`src/rtl/imem_access_arbiter.sv`:
```
// Instruction-memory port arbiter: round-robin between fetch (IF) and debug loader (DBG),
// address screening, one-cycle tagged response. Optional macro IMEM_DBG_WRITE_EN enables DBG writes.
module imem_access_arbiter #(
    parameter int unsigned DEPTH_LOG2 = 11
) (
    input  logic                  clk,
    input  logic                  resetn,

    input  logic                  if_req,
    input  logic [31:0]           if_addr,
    input  logic                  if_flush,
    output logic                  if_gnt,
    output logic                  if_rvalid,
    output logic [31:0]           if_rdata,
    output logic                  if_err,

    input  logic                  dbg_req,
    input  logic                  dbg_we,
    input  logic [31:0]           dbg_addr,
    input  logic [31:0]           dbg_wdata,
    output logic                  dbg_gnt,
    output logic                  dbg_rvalid,
    output logic [31:0]           dbg_rdata,
    output logic                  dbg_err,

    output logic                  mem_en,
    output logic                  mem_we,
    output logic [DEPTH_LOG2-1:0] mem_addr,
    output logic [31:0]           mem_wdata,
    input  logic [31:0]           mem_rdata
);

    typedef enum logic {
        OwnIf  = 1'b0,
        OwnDbg = 1'b1
    } owner_t;

    owner_t      last_gnt_q;
    logic        rsp_valid_q;
    owner_t      rsp_owner_q;
    logic        rsp_err_q;
    logic        rsp_write_q;

    logic        if_win;
    logic        dbg_win;
    logic        any_gnt;
    logic [31:0] sel_addr;
    logic        misaligned;
    logic        out_of_range;
    logic        wr_blocked;
    logic        acc_err;
    logic        dbg_write;

    // IF wins unless DBG also requests and IF had the previous grant.
    always_comb begin
        if_win  = resetn && if_req && (!dbg_req || (last_gnt_q == OwnDbg));
        dbg_win = resetn && dbg_req && !if_win;
        any_gnt = if_win || dbg_win;
    end

    always_comb begin
        sel_addr     = if_win ? if_addr : dbg_addr;
        misaligned   = (sel_addr[1:0] != 2'b00);
        out_of_range = (sel_addr[31:DEPTH_LOG2+2] != '0);
        dbg_write    = dbg_win && dbg_we;
`ifdef IMEM_DBG_WRITE_EN
        wr_blocked   = 1'b0;
`else
        // Write port disabled: the write is granted and acked with an error, never reaches memory.
        wr_blocked   = dbg_write;
`endif
        acc_err      = any_gnt && (misaligned || out_of_range || wr_blocked);
    end

    always_comb begin
        if_gnt    = if_win;
        dbg_gnt   = dbg_win;
        mem_en    = any_gnt && !acc_err;
`ifdef IMEM_DBG_WRITE_EN
        mem_we    = dbg_write && !acc_err;
`else
        mem_we    = 1'b0;
`endif
        mem_addr  = sel_addr[DEPTH_LOG2+1:2];
        mem_wdata = dbg_wdata;
    end

    always_ff @(posedge clk or negedge resetn) begin
        if (!resetn) begin
            last_gnt_q  <= OwnDbg;
            rsp_valid_q <= 1'b0;
            rsp_owner_q <= OwnIf;
            rsp_err_q   <= 1'b0;
            rsp_write_q <= 1'b0;
        end else begin
            if (any_gnt) begin
                last_gnt_q <= if_win ? OwnIf : OwnDbg;
            end
            rsp_valid_q <= any_gnt;
            rsp_owner_q <= if_win ? OwnIf : OwnDbg;
            rsp_err_q   <= acc_err;
            rsp_write_q <= dbg_write;
        end
    end

    // Flush only squashes the IF response; a DBG response in the same cycle is untouched.
    always_comb begin
        if_rvalid  = rsp_valid_q && (rsp_owner_q == OwnIf) && !if_flush;
        if_err     = if_rvalid && rsp_err_q;
        if_rdata   = (if_rvalid && !rsp_err_q) ? mem_rdata : 32'h0;
        dbg_rvalid = rsp_valid_q && (rsp_owner_q == OwnDbg);
        dbg_err    = dbg_rvalid && rsp_err_q;
        dbg_rdata  = (dbg_rvalid && !rsp_err_q && !rsp_write_q) ? mem_rdata : 32'h0;
    end

`ifndef SYNTHESIS
    a_one_grant : assert property (@(posedge clk) disable iff (!resetn) !(if_gnt && dbg_gnt));
    a_we_has_en : assert property (@(posedge clk) disable iff (!resetn) mem_we |-> mem_en);
    a_one_rsp   : assert property (@(posedge clk) disable iff (!resetn) !(if_rvalid && dbg_rvalid));
`endif

endmodule

```
`config.mk`:
```
export PLATFORM = sky130hd
export DESIGN_NAME = imem_access_arbiter
export DESIGN_NICKNAME = d
export VERILOG_FILES = /design/src/rtl/imem_access_arbiter.sv
export SDC_FILE = /design/constraint.sdc
export NUM_CORES = 1
export LEC_CHECK = 0
export ABC_AREA = 0
export ABC_CLOCK_PERIOD_IN_PS = 2900
export BUFFER_PORTS_ARGS = -buffer_cell sky130_fd_sc_hd__buf_2
export CORE_AREA = 2 2 98 100
export CTS_BUF_LIST = sky130_fd_sc_hd__clkbuf_8
export DETAILED_ROUTE_END_ITERATION = 12
export DIE_AREA = 0 0 100 102
export HOLD_SLACK_MARGIN = 0.12
export PLACE_DENSITY_LB_ADDON = 0.15
export SLEW_MARGIN = 30
export SYNTH_ARGS = -nofsm -noshare
export SYNTH_HDL_FRONTEND = slang
export SYNTH_SLANG_ARGS = --single-unit
```
`constraint.sdc`:
```
create_clock -name clk -period 2.9 [get_ports clk]
set_clock_uncertainty 0.2 [all_clocks]
set_input_delay 0.58 -clock clk [delete_from_list [all_inputs] [get_ports clk]]
set_output_delay 0.58 -clock clk [all_outputs]
set_load 0.02 [all_outputs]
```
==> impl.org <==
** Yosys
- Most frequent cell after synthesis :: and2_1
- Of the total synthesized cell area, the portion taken by AND, OR, NAND and NOR gates is 0.507.
- Most common flop cell mapped by yosys :: dfrtp_1
- Of the total synthesized cell area, the portion taken by XOR and XNOR cells is 0.
- Summed over all instances, the cell type with the most area after synthesis is and2_1.
- Synthesized Nets :: 292
- The portion of synthesized area spent on multiplexers is 0.107.
- By count the netlist is led by and2_1 (68), buf_4 (34), mux2_2 (11).
- Counting flops with a built-in enable in the synthesized netlist gives 0.
- Synth Register Bits :: 5
- Gate count after technology mapping :: 158
- Of the total synthesized cell area, the portion taken by full adders, half adders and majority gates is 0.
- After synthesis, the netlist uses 22 different library cells.
- Per-instance average area after synthesis :: between 7 and 8 µm²
- The share of the synthesized area in compound gates (AO/OA/AOI/OAI) is 0.0238.
- The share of the Yosys chip area taken by registers is 0.109.
- The Yosys step of the flow raised 0 warnings.
- After synthesis, the largest family of logic cells by area is simple AND/OR/NAND/NOR gates.
- FFs w/ async S/R, synth :: 1.00
- Post-synth top area share :: 0.368
- The mapped netlist covers 1160 µm².
- Largest cells by area after synthesis :: and2_1 (37%), buf_4 (22%), mux2_2 (11%)

** Clock tree
- The number of setup buffers added after CTS is 0.
- CTS tree :: built
- After clock tree synthesis, the repair step resized 0 gates.
- Clock root buffer :: clkbuf_8
- In this run, CTS created clock tree buffers numbering 3.
- CTS saw 5 sinks.
- CTS built an H-tree with a depth of 1.
- Worst-skew pair later-pin latency :: 0.22 ns
- Clock-pin slew was measured on the worst setup and hold paths at 0.03 ns.
- CTS max path bufs :: 2

** Critical path
- Logic depth of the worst register-to-register path :: 6
- The worst register-to-register path begins at last_gnt_q.
- Critical path required time :: 2.12 ns
- Critical path endpoint category :: output port
- In this run the critical register-to-register path is captured at rsp_err_q.
- The worst register-to-register path has a setup slack of 1.21 ns.
- CP startpoint kind :: input pin
- Startpoint-to-endpoint class of the critical path :: input pin to output port
- Maximum fanout along the worst path :: 2
- Data on the critical path arrives at its endpoint at between 1.5 and 2 ns.

** Floorplanning
- Total Die Area :: approximately 10000 µm²
- Die extent in x :: approximately 100 µm
- In this run the count of I/O pins placed on the die edge is 249.
- The initial utilization of the core area, before any placement, comes to 0.127.
- The floorplan has 35 rows.
- The core region is 9110 µm².
- The die is slightly above 100 µm tall.

** Global routing
- In the global route stage, overall resource usage came out at 0.0710.
- First-pass GRT wire length :: 5690 µm
- Number of global-route vias before repair :: 1220
- Initial antenna violation count :: 0
- Congestion Overflow GR :: 0
- Largest net degree at the start of global routing :: 33

** Cells and area
- Final instance area :: 2020 µm²
- The area growth from synthesis to layout is 74.9%.
- Count of inserted antenna diode cells :: 0
- After filler insertion, the fill cell instance count of the layout stands at 1039.
- Across the whole layout, storage elements account for 126 µm².
- The final layout contains 445 nets.
- The multi-input combinational cells in the finished layout cover a total of 747 µm².
- Cell Count, Final, Fillers Out :: approximately 420
- Final core utilization :: 0.222
- Of the cells placed in the final design, the portion with a size suffix greater than 1 is 0.665.

** Detailed routing
- DRC marker count from the first detailed-route iteration :: 17
- For this run, design rule violations remaining after detail routing come to 0.
- In the routed layout, each cell is associated on average with a via count of 3.69.
- Met1 routed wirelength after detailed routing :: 1550 µm
- Met2 wire length :: 2010 µm
- Vias post-DR :: 1554
- After detailed routing, no signal wire sits above met4.
- Before antenna repair, the detailed router went through 2 iterations.
- Final wirelength :: 4220 µm
- Number of nets still failing antenna checks after routing :: 0
- Met3 routed wirelength :: 614 µm
- Per-cell routed wire length :: 10.0 µm

** Worst hold path
- The path class of the tightest hold or removal check is input pin to asynchronous set/reset pin.

** Placed design
- Total of buffers placed on input and output ports :: 183
- Placer's final routability congestion estimate :: about 0.71
- Instance count after placement with tap cells included :: 416
- Area after DPL :: 1970 µm²
- Once detailed placement completed, the half-perimeter wirelength came to between 3000 and 4000 µm.

** STA
- Final worst hold slack :: about 0.14 ns
- The final hold violation count is 0.
- Peak clock frequency supported by timing :: 373 MHz
- Post-route minimum period :: 2.68 ns
- The total count of max-transition violations in the final report came to 0.
- Setup repair after global routing left no endpoint under its margin.
- Count of endpoints failing setup in the final report :: 0
- Dividing the final minimum period by the clock period gives 0.925.
- Adding up every negative setup slack in the final design gives 0 ns.

** Outcome
- The flow ran to the end, and the final reports show no timing, DRC or antenna violations.

** Pwr
- Power spread over the standard cell area amounts to roughly 220 nW/µm².
- Maximum vdd ir drop :: 0.100 mV
- In this run the static leakage power is 1.24 nW.

** Flow run
- Max-cap violations in this run came to 0.
==> final cells by class <==
class | count | share of cell area
inverter | 3 | 0.00556
clock buffer | 3 | 0.0204
timing repair buffer | 188 | 0.472
sequential | 5 | 0.0624
tap | 111 | 0.0686
clock inverter | 1 | 0.00185
multi-input combinational | 110 | 0.369
==> placed cells by master (no fill, tap or decap), drive strengths merged <==
cell type,count
a21oi,2
and2b,1
or3,1
nor4,8
clkbuf,3
mux2,11
nand2,4
and4,1
and3,1
inv,4
nor3b,2
dfrtp,4
dfstp,1
nor2,3
nand4,2
dlygate4sd3,1
and2,68
nor3,2
a21o,1
conb,1
buf,187
o21ai,2
==> routing by layer <==
layer	track usage	vias up
met5	0	-
met4	0.0211	0
met3	0.0226	6
met2	0.126	132
met1	0.0823	637
li1	-	779
==> metrics by stage <==
stage          power, mW  worst slack, ns
2_1_floorplan      0.260            0.225
3_3_place_gp       0.317            0.225
3_5_place_dp       0.316            0.199
4_1_cts            0.443            0.189
5_1_grt            0.467            0.115
6_report           0.435            0.217
==> what timing repair did <==
action                                  CTS  global route
hold endpoints to repair                  4             0
endpoints found under the setup margin    0             0
hold buffers                              1             0
==> worst max-delay path: stages <==
cell and delay (ns):
buf_2 0.10, nor4_2 0.29, nand4_1 0.11, or3_1 0.35
a21o_1 0.20, nor2_1 0.10, buf_2 0.18
==> worst max path at each step <==
| stage | startpoint | end | depth (start not counted) |
|---|---|---|---|
| 6_report | dbg_addr[0] | mem_en | 7 |
| 5_1_grt | dbg_addr[0] | mem_en | 7 |
| 4_1_cts | dbg_addr[0] | mem_en | 7 |
| 3_5_place_dp | dbg_addr[0] | mem_en | 7 |
| 3_3_place_gp | dbg_addr[0] | mem_en | 7 |
| 2_1_floorplan | if_flush | if_rdata[0] | 4 |
==> registers in the layout, indices dropped and copies added, names as in the netlist <==
register     cells
last_gnt_q       1
rsp_err_q        1
rsp_owner_q      1
rsp_valid_q      1
rsp_write_q      1
==> power breakdown <==
part | total (mW) | internal [mW] | leakage (nW) | switching (mW)
logic | 0.228 | 0.110 | 1.16 | 0.118
clock network | 0.123 | 0.0906 | 0.0269 | 0.0324
registers | 0.0842 | 0.0785 | 0.0585 | 0.00574
==> cells by family (layout without fill, tap and decap cells) <==
logic type,after synthesis,after routing
and+or+nand+nor,93,93
DFF,5,5
muxes,11,11
other,1,1
AOI/OAI and AO/OA,5,5
buffers and inverters,43,195
Note: power is estimated with default switching activity, not from simulation.
